### src/rtl/rv32i_pkg.sv
// rtl/rv32i_pkg.sv - shared constants and types for the rv32i writeback slice
//
// Holds the datapath/register-file sizing, the instruction-word encodings the
// writeback stage reacts to (EBREAK, bubble, canonical NOP) and the
// writeback state enum.
package rv32i_pkg;

  localparam int XLEN   = 32;
  localparam int NREGS  = 32;
  localparam int REG_AW = $clog2(NREGS);

  localparam logic [31:0] EBREAK = 32'h0010_0073;
  localparam logic [31:0] BUBBLE = 32'h0000_0000;
  localparam logic [31:0] NOP    = 32'h0000_0013;

  typedef enum logic {
    RUN    = 1'b0,
    HALTED = 1'b1
  } wb_state_t;

endpackage

### src/rtl/rv32i_wbtop_if.sv
// rtl/rv32i_wbtop_if.sv - bundle of memory-stage, decode-read and status signals of the writeback stage
//
// master: the surrounding pipeline (memory stage retire bundle, decode read
//         addresses) drives the inputs and observes read data, forwarding and
//         status.
// slave : the writeback stage itself.
interface rv32i_wbtop_if;
  import rv32i_pkg::*;

  // retire bundle from the memory stage
  logic [XLEN-1:0]   pc_in;
  logic [31:0]       iw_in;
  logic [XLEN-1:0]   alu_in;
  logic [REG_AW-1:0] wb_reg_in;
  logic              wb_en_in;

  // decode-stage read ports
  logic [REG_AW-1:0] rs1_reg;
  logic [REG_AW-1:0] rs2_reg;
  logic [XLEN-1:0]   rs1_data;
  logic [XLEN-1:0]   rs2_data;

  // forwarding of the write happening this cycle
  logic              df_wb_enable;
  logic [REG_AW-1:0] df_wb_reg;
  logic [XLEN-1:0]   df_wb_data;

  // counters and halt status
  logic [63:0]       cycle_count;
  logic [63:0]       instret_count;
  logic              halted;
  logic [XLEN-1:0]   halt_pc;

  modport master (
    output pc_in, iw_in, alu_in, wb_reg_in, wb_en_in, rs1_reg, rs2_reg,
    input  rs1_data, rs2_data, df_wb_enable, df_wb_reg, df_wb_data,
    input  cycle_count, instret_count, halted, halt_pc
  );

  modport slave (
    input  pc_in, iw_in, alu_in, wb_reg_in, wb_en_in, rs1_reg, rs2_reg,
    output rs1_data, rs2_data, df_wb_enable, df_wb_reg, df_wb_data,
    output cycle_count, instret_count, halted, halt_pc
  );

endinterface

### src/rtl/rv32i_regfile.sv
// rtl/rv32i_regfile.sv - integer register file with one write port and two write-through read ports
//
// Ports:
//   clk, rst           clock, asynchronous active-high reset (clears all entries)
//   we, waddr, wdata   write port; committed at the rising clock edge
//   rs1_reg, rs1_data  read port 1 (combinational)
//   rs2_reg, rs2_data  read port 2 (combinational)
// Entry 0 is hardwired to zero. A read of the address being written in the
// same cycle returns the incoming write data.
module rv32i_regfile
  import rv32i_pkg::*;
#(
  parameter int DATA_W = XLEN,
  parameter int DEPTH  = NREGS,
  localparam int AW    = $clog2(DEPTH)
) (
  input  logic              clk,
  input  logic              rst,
  input  logic              we,
  input  logic [AW-1:0]     waddr,
  input  logic [DATA_W-1:0] wdata,
  input  logic [AW-1:0]     rs1_reg,
  input  logic [AW-1:0]     rs2_reg,
  output logic [DATA_W-1:0] rs1_data,
  output logic [DATA_W-1:0] rs2_data
);

  logic [DATA_W-1:0] regs_q [DEPTH];
  logic [DATA_W-1:0] regs_d [DEPTH];

  always_comb begin
    regs_d = regs_q;
    if (we && (waddr != '0)) begin
      regs_d[waddr] = wdata;
    end
  end

  always_ff @(posedge clk or posedge rst) begin
    if (rst) begin
      for (int i = 0; i < DEPTH; i++) begin
        regs_q[i] <= '0;
      end
    end else begin
      for (int i = 0; i < DEPTH; i++) begin
        regs_q[i] <= regs_d[i];
      end
    end
  end

  // x0 reads as zero regardless of storage; a same-cycle write to the read
  // address is bypassed so decode sees it without waiting for the edge.
  always_comb begin
    rs1_data = '0;
    if (rs1_reg != '0) begin
      if (we && (rs1_reg == waddr)) begin
        rs1_data = wdata;
      end else begin
        rs1_data = regs_q[rs1_reg];
      end
    end
  end

  always_comb begin
    rs2_data = '0;
    if (rs2_reg != '0) begin
      if (we && (rs2_reg == waddr)) begin
        rs2_data = wdata;
      end else begin
        rs2_data = regs_q[rs2_reg];
      end
    end
  end

endmodule

### src/rtl/rv32i_wbtop.sv
// rtl/rv32i_wbtop.sv - RV32I writeback stage: register commit, forwarding, counters and EBREAK halt
//
// Ports:
//   clk    system clock
//   reset  asynchronous active-high reset
//   wb     slave side of rv32i_wbtop_if: retire bundle from the memory stage,
//          decode read ports, forwarding outputs, 64-bit cycle/instret
//          counters, halted flag and halt_pc.
// In RUN every cycle is counted and every non-bubble instruction retires.
// A retiring EBREAK is counted, records its PC and moves the stage to HALTED,
// where writes and counters stop until reset.
module rv32i_wbtop
  import rv32i_pkg::*;
#(
  parameter int XLEN  = rv32i_pkg::XLEN,
  parameter int NREGS = rv32i_pkg::NREGS
) (
  input  logic          clk,
  input  logic          reset,
  rv32i_wbtop_if.slave  wb
);

  wb_state_t       state_q, state_d;
  logic [63:0]     cycle_q, cycle_d;
  logic [63:0]     instret_q, instret_d;
  logic [XLEN-1:0] halt_pc_q, halt_pc_d;

  logic is_ebreak;
  logic is_valid;
  logic we;

  assign is_ebreak = (wb.iw_in == EBREAK);
  assign is_valid  = (wb.iw_in != BUBBLE);

  // The EBREAK itself never writes, even if the memory stage flagged a write.
  assign we = wb.wb_en_in && (wb.wb_reg_in != '0) && (state_q == RUN) && !is_ebreak;

  rv32i_regfile #(
    .DATA_W (XLEN),
    .DEPTH  (NREGS)
  ) u_regfile (
    .clk      (clk),
    .rst      (reset),
    .we       (we),
    .waddr    (wb.wb_reg_in),
    .wdata    (wb.alu_in),
    .rs1_reg  (wb.rs1_reg),
    .rs2_reg  (wb.rs2_reg),
    .rs1_data (wb.rs1_data),
    .rs2_data (wb.rs2_data)
  );

  always_comb begin
    state_d   = state_q;
    cycle_d   = cycle_q;
    instret_d = instret_q;
    halt_pc_d = halt_pc_q;
    case (state_q)
      RUN: begin
        cycle_d = cycle_q + 64'd1;
        if (is_valid) begin
          instret_d = instret_q + 64'd1;
        end
        if (is_ebreak) begin
          halt_pc_d = wb.pc_in;
          state_d   = HALTED;
        end
      end
      HALTED: begin
        state_d = HALTED;
      end
      default: begin
        state_d = RUN;
      end
    endcase
  end

  always_ff @(posedge clk or posedge reset) begin
    if (reset) begin
      state_q   <= RUN;
      cycle_q   <= '0;
      instret_q <= '0;
      halt_pc_q <= '0;
    end else begin
      state_q   <= state_d;
      cycle_q   <= cycle_d;
      instret_q <= instret_d;
      halt_pc_q <= halt_pc_d;
    end
  end

  assign wb.df_wb_enable  = we;
  assign wb.df_wb_reg     = wb.wb_reg_in;
  assign wb.df_wb_data    = wb.alu_in;
  assign wb.cycle_count   = cycle_q;
  assign wb.instret_count = instret_q;
  assign wb.halted        = (state_q == HALTED);
  assign wb.halt_pc       = halt_pc_q;

endmodule

### src/flat_wrapper.sv
// flat-port wrapper written by rule: the top's interface ports become plain ports
module rv32i_wbtop_flat import rv32i_pkg::*;
#(
  parameter int XLEN  = rv32i_pkg::XLEN,
  parameter int NREGS = rv32i_pkg::NREGS
)
  (clk, reset, wb_pc_in, wb_iw_in, wb_alu_in, wb_wb_reg_in, wb_wb_en_in, wb_rs1_reg, wb_rs2_reg, wb_rs1_data, wb_rs2_data, wb_df_wb_enable, wb_df_wb_reg, wb_df_wb_data, wb_cycle_count, wb_instret_count, wb_halted, wb_halt_pc);
  rv32i_wbtop_if wb_i ();
  input  logic clk;
  input  logic reset;
  input wire logic [$bits(wb_i.pc_in)-1:0] wb_pc_in;
  input wire logic [$bits(wb_i.iw_in)-1:0] wb_iw_in;
  input wire logic [$bits(wb_i.alu_in)-1:0] wb_alu_in;
  input wire logic [$bits(wb_i.wb_reg_in)-1:0] wb_wb_reg_in;
  input wire logic [$bits(wb_i.wb_en_in)-1:0] wb_wb_en_in;
  input wire logic [$bits(wb_i.rs1_reg)-1:0] wb_rs1_reg;
  input wire logic [$bits(wb_i.rs2_reg)-1:0] wb_rs2_reg;
  output wire logic [$bits(wb_i.rs1_data)-1:0] wb_rs1_data;
  output wire logic [$bits(wb_i.rs2_data)-1:0] wb_rs2_data;
  output wire logic [$bits(wb_i.df_wb_enable)-1:0] wb_df_wb_enable;
  output wire logic [$bits(wb_i.df_wb_reg)-1:0] wb_df_wb_reg;
  output wire logic [$bits(wb_i.df_wb_data)-1:0] wb_df_wb_data;
  output wire logic [$bits(wb_i.cycle_count)-1:0] wb_cycle_count;
  output wire logic [$bits(wb_i.instret_count)-1:0] wb_instret_count;
  output wire logic [$bits(wb_i.halted)-1:0] wb_halted;
  output wire logic [$bits(wb_i.halt_pc)-1:0] wb_halt_pc;
  assign wb_i.pc_in = wb_pc_in;
  assign wb_i.iw_in = wb_iw_in;
  assign wb_i.alu_in = wb_alu_in;
  assign wb_i.wb_reg_in = wb_wb_reg_in;
  assign wb_i.wb_en_in = wb_wb_en_in;
  assign wb_i.rs1_reg = wb_rs1_reg;
  assign wb_i.rs2_reg = wb_rs2_reg;
  assign wb_rs1_data = wb_i.rs1_data;
  assign wb_rs2_data = wb_i.rs2_data;
  assign wb_df_wb_enable = wb_i.df_wb_enable;
  assign wb_df_wb_reg = wb_i.df_wb_reg;
  assign wb_df_wb_data = wb_i.df_wb_data;
  assign wb_cycle_count = wb_i.cycle_count;
  assign wb_instret_count = wb_i.instret_count;
  assign wb_halted = wb_i.halted;
  assign wb_halt_pc = wb_i.halt_pc;
  rv32i_wbtop #(.XLEN(XLEN), .NREGS(NREGS)) u_core (.clk(clk), .reset(reset), .wb(wb_i));
endmodule
### config.mk
export PLATFORM = sky130hd
export DESIGN_NAME = rv32i_wbtop_flat
export DESIGN_NICKNAME = d
export VERILOG_FILES = /design/src/rtl/rv32i_pkg.sv /design/src/rtl/rv32i_wbtop_if.sv /design/src/rtl/rv32i_regfile.sv /design/src/rtl/rv32i_wbtop.sv /design/src/flat_wrapper.sv
export SDC_FILE = /design/constraint.sdc
export NUM_CORES = 2
export LEC_CHECK = 0
export CAP_MARGIN = 0
export CORE_MARGIN = 3
export CORE_UTILIZATION = 65
export CTS_BUF_LIST = sky130_fd_sc_hd__clkbuf_16
export CTS_CLUSTER_DIAMETER = 80
export CTS_CLUSTER_SIZE = 28
export DETAILED_ROUTE_END_ITERATION = 7
export PLACE_DENSITY = 0.93
export SYNTH_ARGS = -nofsm -noshare
export SYNTH_HDL_FRONTEND = slang
export SYNTH_SLANG_ARGS = --single-unit
### constraint.sdc
create_clock -name clk -period 101.3 [get_ports clk]
set_input_delay 15.195 -clock clk [delete_from_list [all_inputs] [get_ports clk]]
set_output_delay 15.195 -clock clk [all_outputs]
set_load 0.02 [all_outputs]
== Yosys cells after proc, flatten, opt, wreduce, memory -nomap -nowiden ==
Cells that the tools add are included.

* Eq/ne operators: 3
* Add/subtract/negate cells: 2
* Magnitude comparators: 4
* Reductions and logical operators: 14
* Bitwise gates (word level): 4
* Mux-type cells: 15

{| class="wikitable"
|+ Operators with widths
! kind !! number
|-
| $bwmux 1024 || 1
|-
| $bmux 32 s5 || 2
|-
| $mux 32 || 9
|-
| $demux 32 s5 || 1
|-
| $add 64x1->64 const B || 2
|-
| $eq 32x21->1 const B || 1
|-
| $reduce_bool 32->1 || 1
|-
| $ge 6x6->1 const B || 3
|-
| $not 5->6 || 3
|-
| $reduce_bool 5->1 || 3
|-
| $eq 5x5->1 || 2
|-
| $logic_and 1x1->1 || 7
|-
| $lt 6x1->1 const B || 1
|-
| $reduce_and 2->1 || 2
|-
| $pmux 1 s2 || 1
|-
| $logic_not 1->1 || 1
|-
| $mux 1 || 1
|-
| $not 1->1 || 1
|}

* Output and inout bits: 263
* Flip-flop bits (word level): 1185

== Logic depth before layout (Yosys ltp) ==
* Word-level depth: 7
* Mapped depth: 9

== Hierarchy ==
Synthesis repeated with hierarchy kept, for this count alone.

* Cells, all modules: 4400
* Area total of the unflattened synthesis: 62294.7 µm²

{| class="wikitable"
|+ By module, submodules not included
! module !! area an instance (µm²) !! sequential area each (µm²) !! cells each !! instances
|-
| rv32i_regfile || 54690.0 || 25624.6 || 3746 || 1
|-
| rv32i_wbtop || 7604.8 || 4028.9 || 654 || 1
|}

== Worst setup path after synthesis ==
No wires, ideal clock.

* Kind: input to output
* From: input wb_iw_in[10]
* To: output wb_rs2_data[30]
* Stages: 7
* Slack: 68872 ps
* Arrival: 17233 ps
* Cells stage by stage: nor4_1 -> nand4_1 -> o41ai_4 -> buf_4 -> nor3_1 -> clkbuf_1 -> o21ai_0

* Cells in the longest elaborated chain, start to end: 6

{| class="wikitable"
|+ RTL lines
! item !! RTL line !! text
|-
| start, declared || flat_wrapper.sv:12 || <nowiki>input wire logic [$bits(wb_i.iw_in)-1:0] wb_iw_in;</nowiki>
|-
| $eq 32x21->1 || rv32i_wbtop.sv:32 || <nowiki>assign is_ebreak = (wb.iw_in == EBREAK);</nowiki>
|-
| $logic_not 1->1 || rv32i_wbtop.sv:36 || <nowiki>assign we = wb.wb_en_in && (wb.wb_reg_in != '0) && (state_q == RUN) && !is_ebreak;</nowiki>
|-
| $logic_and 1x1->1 || rv32i_wbtop.sv:36 ||
|-
| $logic_and 1x1->1 || rv32i_regfile.sv:66 || <nowiki>if (we && (rs2_reg == waddr)) begin</nowiki>
|-
| $mux 32 || rv32i_regfile.sv:66 ||
|-
| $mux 32 || rv32i_regfile.sv:65 || <nowiki>if (rs2_reg != '0) begin</nowiki>
|-
| end, declared || flat_wrapper.sv:19 || <nowiki>output wire logic [$bits(wb_i.rs2_data)-1:0] wb_rs2_data;</nowiki>
|}

No other way between the ends.

== Worst setup path after layout ==
* From: input wb_rs1_reg[1]
* To: output wb_rs1_data[5]

* Cells in the longest elaborated chain, start to end: 6
* Elaborated cells between the ends (all ways): 9

{| class="wikitable"
|+ RTL lines
! item !! RTL line !! text
|-
| start, declared || flat_wrapper.sv:16 || <nowiki>input wire logic [$bits(wb_i.rs1_reg)-1:0] wb_rs1_reg;</nowiki>
|-
| $not 5->6 (implied by the code) || rv32i_regfile.sv:58 || <nowiki>rs1_data = regs_q[rs1_reg];</nowiki>
|-
| $bmux 32 s5 || rv32i_regfile.sv:58 ||
|-
| $mux 32 (implied by the code) (2 in series) || rv32i_regfile.sv:58 ||
|-
| $mux 32 || rv32i_regfile.sv:55 || <nowiki>if (we && (rs1_reg == waddr)) begin</nowiki>
|-
| $mux 32 * || rv32i_regfile.sv:54 || <nowiki>if (rs1_reg != '0) begin</nowiki>
|-
| end, declared || flat_wrapper.sv:18 || <nowiki>output wire logic [$bits(wb_i.rs1_data)-1:0] wb_rs1_data;</nowiki>
|}

Every way passes the cells marked *; elsewhere a longest branch is shown, timed or not. The select of a mux whose other input is x is not followed.

==> summary.md <==
| Metric | Value |
|---|---|
| Number of global-route vias before repair | 45100 |
| GRT Overall Usage | 37.4% |
| Initial antenna violation count | 6 |
| Crit Path Class | in -> out |
| Port Buffer Count | 376 |
| DR iter-0 viols | 6845 |
| Share of cells above drive strength 1 | 37.8% |
| Maximum capacitance violations | 0 |
| XOR/XNOR Fraction of Synth Area | 1.91% |
| Highest metal layer with signal wires | met5 |
| Cell Area, Synth | 62300 sq um |
| Worst Setup End Kind | primary output |
| Min-Delay Path Class | reg -> reg |
| Cell Count, Final, Fillers Out | 5798 |
| Final nets | 4637 |
| CTS max path bufs | 3 |
| Main synth FF type | dfrtp_1 |
| Met3 WL | 26.0 mm |
| Clock Skew | 30.8 ps |
| Commonest cells post-synth | dfrtp_1, mux2_2, mux4_2, clkbuf_1, mux2i_1 |
| Library cells used by synthesis | 53 |
| P per Cell Area | 16.7 nW/um^2 |
| Core area | 94200 sq um |
| Final Max Tran Viols | 0 |
| Worst-Skew Late Latency | 700 ps |
| Yosys warnings | 0 |
| Die area | 99600 sq um |
| Most numerous cell in the Yosys netlist | dfrtp_1 |
| Crit-path max FO | 142 |
| Area contributors post-synth | dfrtp_1, mux2_2, mux4_2 |
| Remaining antenna violation count | 0 |
| Final hold violation count | 0 |
| Crit path time final | 35320 ps |
| Detailed Place HPWL | 111 mm |
| Synth Area in Adders | 0.0401% |
| Flops & latches, synth | 1185 |
| DRC viols | 0 |
| RD Place Congestion | 0.912 |
| Drt wl/cell | 32.4 um |
| Num CTS Buffers | 52 |
| DR WL met2 | 83.9 mm |
| Setup tns final | 0 ps |
| Worst Hold Slack | 407 ps |
| Worst IR Drop VDD | 13.8 uV |
| Vias/cell | 7.58 |
| Post-CTS Hold Buffers | 0 |
| Rel. slew slack | 9.72% |
| Arrival time worst endpoint | 20130 ps |
| Worst R2R Setup Slack | 97930 ps |
| CTS resizes | 0 |
| Synth-to-Final Area Change | 9.28% |
| WL met1 | 65.6 mm |
| Final core utilization | 72.3% |
| Post-CTS Setup Inserts | 0 |
| Worst Setup EP | wb_rs1_data[5] |
| Routed WL | 188 mm |
| Synth Area in Simple Gates | 4.66% |
| Worst endpoint required time | 86100 ps |
| Startpoint types | primary input |
| RSZ-0062 raised after global routing | false |
| Setup WS pre-CTS | 66170 ps |
| Design area | 68100 sq um |
| H-tree levels | 2 |
| Worst reg2reg startpoint | u_core.wb.halted$_DFF_PP0_ |
| DRT Pass-1 Iters | 6 |
| CTS sink cnt | 1185 |
| Root Buffer | clkbuf_16 |
| Reg-to-Reg End | u_core.u_regfile.regs_q[550]$_DFFE_PP0P_ |
| Total gr overflow | 0 |
| Least-Margin Pin Slew | 1350 ps |
| Status | finished, final reports clean |
| Dpl cells | 5721 |
| Syn Inst Count | 4473 |
| Clock-pin slew on the worst setup and hold paths | 110 ps |
| # setup viols final | 0 |
| Mux cell area share after synthesis | 37.5% |
| Row cnt | 112 |
| Vias | 43900 |
| Yosys top cell area share | 47.6% |
| Placed inst area | 66600 sq um |
| Sequential element share of the synthesized area | 47.6% |
| Worst Setup Slack, final | 65980 ps |
| Asr flop ratio synth | 100% |
| Die Height | 316 um |
| Starting density of the core | 66.2% |
| Synthesized net count | 4589 |
| Worst Setup SP | wb_rs1_reg[1] |
| Worst r2r path cells | 6 |
| Compound-Gate Fraction of Synth Area | 4.66% |
| Syn avg cell area | 13.9 sq um |
| Leakage | 28.7 nW |
| First-pass GRT wire length | 279 mm |
| Largest net degree at the start of global routing | 180 |
| Period Utilization, post-route | 34.9% |
| EDFF count, synth | 0 |
| Die W | 316 um |
| Overall Power | 1.14 mW |
| CTS tree | done |
| Io pins | 377 |
| Combinational family with the most area after synthesis | multiplexers |
| Maximum clock frequency | 0.0283 GHz |
| Largest area contributor in the netlist | dfrtp_1 |
[layer usage]
layer / track usage [%] / vias up
li1: - / 16900
met1: 49.8 / 22600
met2: 55.0 / 3517
met3: 12.7 / 892
met4: 20.2 / 4
met5: 0 / -
[worst max-delay path, cell delays in order]
cell	delay (ps)
buf_8	510
buf_4	930
buf_12	780
nand3b_1	580
buf_4	570
o21ai_0	170
nor2_1	550
clkdlybuf4s50_1	730
[report_power, final]
| part | switching, mW | internal [mW] |
|---|---|---|
| registers | 0.0630 | 0.550 |
| logic | 0.113 | 0.153 |
| clock network | 0.157 | 0.102 |
[layout make-up]
cell class	count	area [sq um]
Clock buffer	52	1300
Antenna cell	3	7.51
Sequential cell	1185	29700
Tap cell	1254	1570
Multi-Input combinational cell	2788	30700
Fill cell	5629	26100
Inverter	12	52.6
Timing Repair Buffer	482	4630
Clock inverter	22	243
[worst min path at each step]
stage,slack (ps),depth (start not counted),from,end
after detailed placement,390,0,u_core.u_regfile.regs_q[1022]$_DFFE_PP0P_,u_core.u_regfile.regs_q[1022]$_DFFE_PP0P_
after CTS,410,0,u_core.u_regfile.regs_q[1017]$_DFFE_PP0P_,u_core.u_regfile.regs_q[1017]$_DFFE_PP0P_
after global routing,420,0,u_core.u_regfile.regs_q[1022]$_DFFE_PP0P_,u_core.u_regfile.regs_q[1022]$_DFFE_PP0P_
after floorplan,440,1,u_core.u_regfile.regs_q[1016]$_DFFE_PP0P_,u_core.u_regfile.regs_q[1016]$_DFFE_PP0P_
after global placement,380,0,u_core.u_regfile.regs_q[1018]$_DFFE_PP0P_,u_core.u_regfile.regs_q[1018]$_DFFE_PP0P_
final,410,0,u_core.u_regfile.regs_q[1017]$_DFFE_PP0P_,u_core.u_regfile.regs_q[1017]$_DFFE_PP0P_
[cell usage in the layout, fill, tap and decap left out, types with 4 or more instances in the layout]
| cell type | Yosys | layout |
|---|---|---|
| a211oi_1 | 29 | 29 |
| mux2i_1 | 168 | 168 |
| o211ai_1 | 57 | 57 |
| a221oi_1 | 23 | 23 |
| mux2_2 | 1025 | 1025 |
| and4_1 | 13 | 13 |
| mux2_1 | 11 | 11 |
| clkdlybuf4s50_1 | 0 | 370 |
| buf_4 | 50 | 101 |
| or2_2 | 5 | 5 |
| nor2_4 | 0 | 7 |
| buf_12 | 0 | 5 |
| a21oi_1 | 76 | 76 |
| nand2b_1 | 8 | 8 |
| o21ai_0 | 67 | 67 |
| dfrtp_1 | 1185 | 1185 |
| nor4_1 | 12 | 11 |
| mux4_2 | 446 | 446 |
| o211a_1 | 11 | 11 |
| xnor2_1 | 93 | 93 |
| nor4_2 | 3 | 4 |
| nor3_2 | 1 | 28 |
| or3_2 | 0 | 6 |
| clkinv_1 | 0 | 7 |
| buf_8 | 0 | 4 |
| inv_1 | 10 | 9 |
| nor2b_1 | 16 | 12 |
| clkbuf_16 | 0 | 52 |
| o21a_1 | 5 | 5 |
| xor2_1 | 43 | 43 |
| nand4_1 | 40 | 40 |
| nand3_1 | 105 | 105 |
| nor2_1 | 97 | 88 |
| a22oi_1 | 137 | 137 |
| a22o_1 | 15 | 15 |
| nand2_1 | 133 | 133 |
| nor3_1 | 87 | 60 |
| and3_1 | 25 | 25 |
| and2_1 | 9 | 7 |
[sequential cells by signal, summed over array words and instances, names as in the netlist]
name                     count
u_core.wb.halt_pc           32
u_core.wb.halted             1
u_core.wb.cycle_count       64
u_core.wb.instret_count     64
u_core.u_regfile.regs_q   1024
[kinds of logic after synthesis]
| family | after synthesis |
|---|---|
| adders and majority gates | 2 |
| DFF | 1185 |
| AOI/OAI and AO/OA | 422 |
| and+or+nand+nor | 578 |
| xor gates and xnor gates | 136 |
| buffers and inverters | 500 |
| muxes | 1650 |
(Power assumes the default switching activity.)
